$ cat src/rtl/fec_arb_pkg.sv
//------------------------------------------------------------------------------
// fec_arb_pkg: shared constants, FSM state type and round-robin search. Rev 1.0
//------------------------------------------------------------------------------
`default_nettype none

package fec_arb_pkg;

  localparam int c_wrf_dat_w = 16;
  localparam int c_wrf_adr_w = 2;
  localparam int c_wrf_sel_w = 2;
  localparam int c_max_ports = 4;

  typedef enum logic [0:0] {
    S_IDLE  = 1'b0,
    S_GRANT = 1'b1
  } t_arb_state;

  // First requester after `last`, walking last+1, last+2, ... modulo num_ports.
  // The search runs from farthest to nearest so the nearest hit is written last.
  // With no requester the result is `last`; callers qualify it with |req.
  function automatic logic [1:0] f_rr_next(input logic [3:0] req,
                                           input logic [1:0] last,
                                           input int         num_ports);
    logic [1:0] pick;
    logic [2:0] cand;
    pick = last;
    for (int k = c_max_ports; k >= 1; k--) begin
      if (k <= num_ports) begin
        cand = {1'b0, last} + 3'(k);
        if (cand >= 3'(num_ports)) cand = cand - 3'(num_ports);
        if (req[cand[1:0]]) pick = cand[1:0];
      end
    end
    return pick;
  endfunction

endpackage

`default_nettype wire

$ cat src/rtl/fec_rr_picker.sv
//------------------------------------------------------------------------------
// fec_rr_picker: rotating-pointer request picker for fec_enc_arbiter. Rev 1.0
//------------------------------------------------------------------------------
`default_nettype none

module fec_rr_picker
  import fec_arb_pkg::*;
#(
  parameter int g_num_ports = 2
) (
  input  logic                   clk,
  input  logic                   rst_n,
  input  logic [g_num_ports-1:0] req,
  input  logic                   take,
  output logic [1:0]             idx,
  output logic                   valid
);

  logic [1:0] last;
  logic [3:0] req_ext;

  always_comb begin
    req_ext                  = '0;
    req_ext[g_num_ports-1:0] = req;
  end

  assign idx   = f_rr_next(req_ext, last, g_num_ports);
  assign valid = |req;

  // Reset to the highest port so port 0 wins the first arbitration.
  always_ff @(posedge clk or negedge rst_n) begin
    if (!rst_n) begin
      last <= 2'(g_num_ports - 1);
    end else if (take) begin
      last <= idx;
    end
  end

endmodule

`default_nettype wire

$ cat src/rtl/fec_enc_arbiter.sv
//------------------------------------------------------------------------------
// fec_enc_arbiter: packet-granular round-robin share of the FEC encoder sink. Rev 1.0
//------------------------------------------------------------------------------
`default_nettype none

module fec_enc_arbiter
  import fec_arb_pkg::*;
#(
  parameter int g_num_ports = 2,
  parameter int g_cnt_width = 16
) (
  input  logic                               clk_i,
  input  logic                               rst_n_i,
  input  logic [g_num_ports-1:0]             snk_cyc_i,
  input  logic [g_num_ports-1:0]             snk_stb_i,
  input  logic [g_num_ports-1:0]             snk_we_i,
  input  logic [c_wrf_sel_w*g_num_ports-1:0] snk_sel_i,
  input  logic [c_wrf_adr_w*g_num_ports-1:0] snk_adr_i,
  input  logic [c_wrf_dat_w*g_num_ports-1:0] snk_dat_i,
  output logic [g_num_ports-1:0]             snk_ack_o,
  output logic [g_num_ports-1:0]             snk_stall_o,
  output logic                               src_cyc_o,
  output logic                               src_stb_o,
  output logic                               src_we_o,
  output logic [c_wrf_sel_w-1:0]             src_sel_o,
  output logic [c_wrf_adr_w-1:0]             src_adr_o,
  output logic [c_wrf_dat_w-1:0]             src_dat_o,
  input  logic                               src_ack_i,
  input  logic                               src_stall_i,
  input  logic                               cnt_clr_i,
  output logic                               busy_o,
  output logic [g_cnt_width*g_num_ports-1:0] pkt_cnt_o
);

  t_arb_state state, state_nxt;
  logic [1:0] gnt;
  logic [1:0] pick_idx;
  logic       pick_valid;
  logic       take;
  logic       frame_done;

  fec_rr_picker #(
    .g_num_ports (g_num_ports)
  ) u_picker (
    .clk   (clk_i),
    .rst_n (rst_n_i),
    .req   (snk_cyc_i),
    .take  (take),
    .idx   (pick_idx),
    .valid (pick_valid)
  );

  always_ff @(posedge clk_i or negedge rst_n_i) begin
    if (!rst_n_i) begin
      state <= S_IDLE;
      gnt   <= '0;
    end else begin
      state <= state_nxt;
      if (take) gnt <= pick_idx;
    end
  end

  // In GRANT, src_cyc_o is the granted port's cyc, so its fall ends the frame.
  always_comb begin
    state_nxt  = state;
    take       = 1'b0;
    frame_done = 1'b0;
    case (state)
      S_IDLE: begin
        if (pick_valid) begin
          state_nxt = S_GRANT;
          take      = 1'b1;
        end
      end
      S_GRANT: begin
        if (!src_cyc_o) begin
          state_nxt  = S_IDLE;
          frame_done = 1'b1;
        end
      end
      default: state_nxt = S_IDLE;
    endcase
  end

  always_comb begin
    src_cyc_o   = 1'b0;
    src_stb_o   = 1'b0;
    src_we_o    = 1'b0;
    src_sel_o   = '0;
    src_adr_o   = '0;
    src_dat_o   = '0;
    snk_ack_o   = '0;
    snk_stall_o = '1;
    if (state == S_GRANT) begin
      for (int p = 0; p < g_num_ports; p++) begin
        if (gnt == 2'(p)) begin
          src_cyc_o      = snk_cyc_i[p];
          src_stb_o      = snk_stb_i[p];
          src_we_o       = snk_we_i[p];
          src_sel_o      = snk_sel_i[p*c_wrf_sel_w +: c_wrf_sel_w];
          src_adr_o      = snk_adr_i[p*c_wrf_adr_w +: c_wrf_adr_w];
          src_dat_o      = snk_dat_i[p*c_wrf_dat_w +: c_wrf_dat_w];
          snk_ack_o[p]   = src_ack_i;
          snk_stall_o[p] = src_stall_i;
        end
      end
    end
  end

  assign busy_o = (state == S_GRANT);

  generate
    for (genvar p = 0; p < g_num_ports; p++) begin : g_cnt
      logic [g_cnt_width-1:0] cnt;

      // A clear wins over a frame ending in the same cycle.
      always_ff @(posedge clk_i or negedge rst_n_i) begin
        if (!rst_n_i) begin
          cnt <= '0;
        end else if (cnt_clr_i) begin
          cnt <= '0;
        end else if (frame_done && (gnt == 2'(p))) begin
          cnt <= cnt + 1'b1;
        end
      end

      assign pkt_cnt_o[p*g_cnt_width +: g_cnt_width] = cnt;
    end
  endgenerate

endmodule

`default_nettype wire
$ cat config.mk
export PLATFORM = sky130hd
export DESIGN_NAME = fec_enc_arbiter
export DESIGN_NICKNAME = d
export VERILOG_FILES = /design/src/rtl/fec_arb_pkg.sv /design/src/rtl/fec_rr_picker.sv /design/src/rtl/fec_enc_arbiter.sv
export SDC_FILE = /design/constraint.sdc
export NUM_CORES = 1
export LEC_CHECK = 0
export CAP_MARGIN = 20
export CORE_MARGIN = 2
export CORE_UTILIZATION = 40
export DETAILED_ROUTE_END_ITERATION = 8
export PLACE_DENSITY = 0.8
export SYNTH_ARGS = -nofsm -noshare
export SYNTH_HDL_FRONTEND = slang
export SYNTH_HIERARCHICAL = 1
export SYNTH_SLANG_ARGS = --single-unit
$ cat constraint.sdc
create_clock -name clk_i -period 3.1 [get_ports clk_i]
set_input_delay 0.62 -clock clk_i [delete_from_list [all_inputs] [get_ports clk_i]]
set_output_delay 0.62 -clock clk_i [all_outputs]
set_load 0.05 [all_outputs]
==> run metrics <==
area of the multi-input gates=1220 um^2; layout cells sized above 1=0.156; ys async rst share=1.00; FF/Latch Area=927 um^2; Syn Nets=296; number of diodes=0; max cap viols=0; Mapped Avg Cell Area=9.09 um^2; period utilization=0.822; post-synthesis cell area=2210 um^2; Max FO, Critical Path=5; Bufs and invs on worst path=1; Fin. Hold Viols=0; CTS Buf Count=5; Global Route Usage Sum=0.202; most instantiated library cell after synthesis=nor2_1; Design Area, Final=3580 um^2; worst skew pair latency=0.30 ns; Hold Crit Class=flip-flop to flip-flop; total power=0.00269 W; post-route ant nets=0; Buffers on Ports=110; Final min period=2.55 ns; CTS tree=yes; GP Congestion=0.761; HPWL after detailed placement=4.69 mm; vias in the first global route=2,183; Syn Inst Count=243; GRT overflow=0; delay-heaviest family, CP=simple AND/OR/NAND/NOR gates; Reg clk slew, reported paths=0.07 ns; number of synthesized flops with an enable pin=0; Area growth syn-to-layout=62.3%; Least-Margin Pin Slew=0.647 ns; largest net degree at the start of global routing=38; Placed Area=3480 um^2; Die Y=78.3 um; R2R Setup Slk=0.81 ns; Crit path required time=3.29 ns; Synth cell types=38; CP arrival=2.73 ns; Initial Util=0.409; chip width=78.3 um; H-tree depth=2; IO Pins=111; via count=2,224; worst-path cell chain=clkdlybuf4s50_1 -> or4b_1 -> or4_4 -> nor3_1 -> mux2_2; Worst Reg-to-Reg Cells=5; hold endpoint=u_picker/last[1]; antenna violations before repair=0; Critical Setup Path Class=input port to flip-flop; WL/cell=14.0 um; P per Cell Area=750 nW/um^2; hold path depth=2; Worst slew margin=0.565; root buffer cell=clkbuf_8; Final Max Slew Viols=0; first-pass GRT wire length=9.85 mm; Warnings, synthesis=6; worst r2r src=gnt[0]; flops & latches, synth=37; crit path capture type=flip-flop; RSZ-0062 raised after global routing=no; final setup TNS=0 ns; Hold Path Origin=u_picker/last[1]; Area contributors post-synth=dfrtp_1 (41%), mux2i_1 (11%), nor2_1 (8.0%); post_cts resized=0; total iterations of the first detailed-routing run=4; CTS max path bufs=2; leak pwr=1.52 nW; total length of routed wires=6.05 mm; outcome=complete, no violations; RR Endpoint=g_cnt[1].cnt[13]; Yosys top cell by area=dfrtp_1; CTS Hold Bufs=0; # setup viols final=0; VDD IR-drop max=653 uV; critical path's largest stage delay=0.56 ns; Hold WS=0.536 ns; row cnt=27; CP max stage cell=or4_4; Final nets=411; Post CTS Setup Buffer Count=0; DRC Markers=0; die area=6130 um^2; crit path launch type=input port; Fmax achieved=0.392 GHz; Core ar.=5410 um^2; skew final=0.00434 ns; CTS sink cnt=37; post-synthesis sequential area ratio=0.420; via-per-instance ratio=5.16; top-area cell type share of the netlist area=0.408; dominant synthesized flop cell=dfrtp_1; fillers=459; Initial DRC Count=132; Synth top cells by count=nor2_1 (47), dfrtp_1 (36), mux2i_1 (24)
[layer usage]
metal  wire length [um]  vias to the layer above  GRT usage
li1                   -                     1082          -
met3                511                       16     0.0655
met1               2450                     1037      0.238
met4                237                        0      0.102
met5                  0                        -          0
met2               2850                       89      0.329
[how the worst max path moves through the flow]
stage,start,to,slack (ns),depth (start not counted)
6_report,snk_cyc_i[0],g_cnt[0].cnt[15],0.55,5
5_1_grt,snk_cyc_i[0],g_cnt[0].cnt[15],0.44,5
4_1_cts,snk_cyc_i[0],g_cnt[0].cnt[15],0.55,5
3_5_place_dp,snk_cyc_i[0],g_cnt[0].cnt[15],0.23,5
3_3_place_gp,snk_cyc_i[0],g_cnt[0].cnt[15],0.29,5
2_1_floorplan,busy_o,snk_ack_o[0],0.22,3
[cells by family after synthesis]
kind of cell / Yosys count / share of synthesized area
xor gates and xnor gates: 19 / 0.0754
muxes: 30 / 0.139
adders and majority gates: 2 / 0.0113
buffers and inverters: 16 / 0.0278
AOI/OAI and AO/OA: 20 / 0.0487
and+or+nand+nor: 119 / 0.278
DFF: 37 / 0.420
[cells in the final DEF (no fill, tap or decap), drive strengths merged, types with 8 or more instances in the layout]
cell / count
a21oi: 11
buf: 36
clkdlybuf4s50: 83
dfrtp: 36
mux2i: 24
nand2: 13
nor2: 47
nor2b: 8
nor4: 8
or3: 8
xnor2: 14
[area by class of cell]
class                           count  share of cell area
Multi-Input combinational cell    190               0.340
Sequential cell                    37               0.259
Clock inverter                      1             0.00140
Timing Repair Buffer              119               0.342
Tap cell                           72              0.0251
Clock buffer                        7              0.0269
Inverter                            5             0.00524
[stage by stage]
stage,instances,setup slack [ns],util
2_1_floorplan,243,0.221,-
3_3_place_gp,423,0.286,0.644
3_5_place_dp,423,0.233,0.644
4_1_cts,431,0.550,0.663
5_1_grt,431,0.444,0.663
6_report,431,0.551,0.663
[worst min-delay path: stages (launching register included)]
cell	delay (ns)
dfrtp_1	0.38
inv_1	0.08
a31oi_1	0.05
[flip-flops by register name, summed over array words and instances (netlist names)]
register,count
gnt,2
u_picker/last,2
g_cnt.cnt,32
busy_o,1
[power breakdown]
group | total [W] | internal, W | switching, W
sequential | 0.000573 | 0.000524 | 0.0000484
clock | 0.000373 | 0.000201 | 0.000172
combinational | 0.00174 | 0.000656 | 0.00108
total | 0.00269 | 0.00138 | 0.00130
Power figures use the tool's default switching activity.
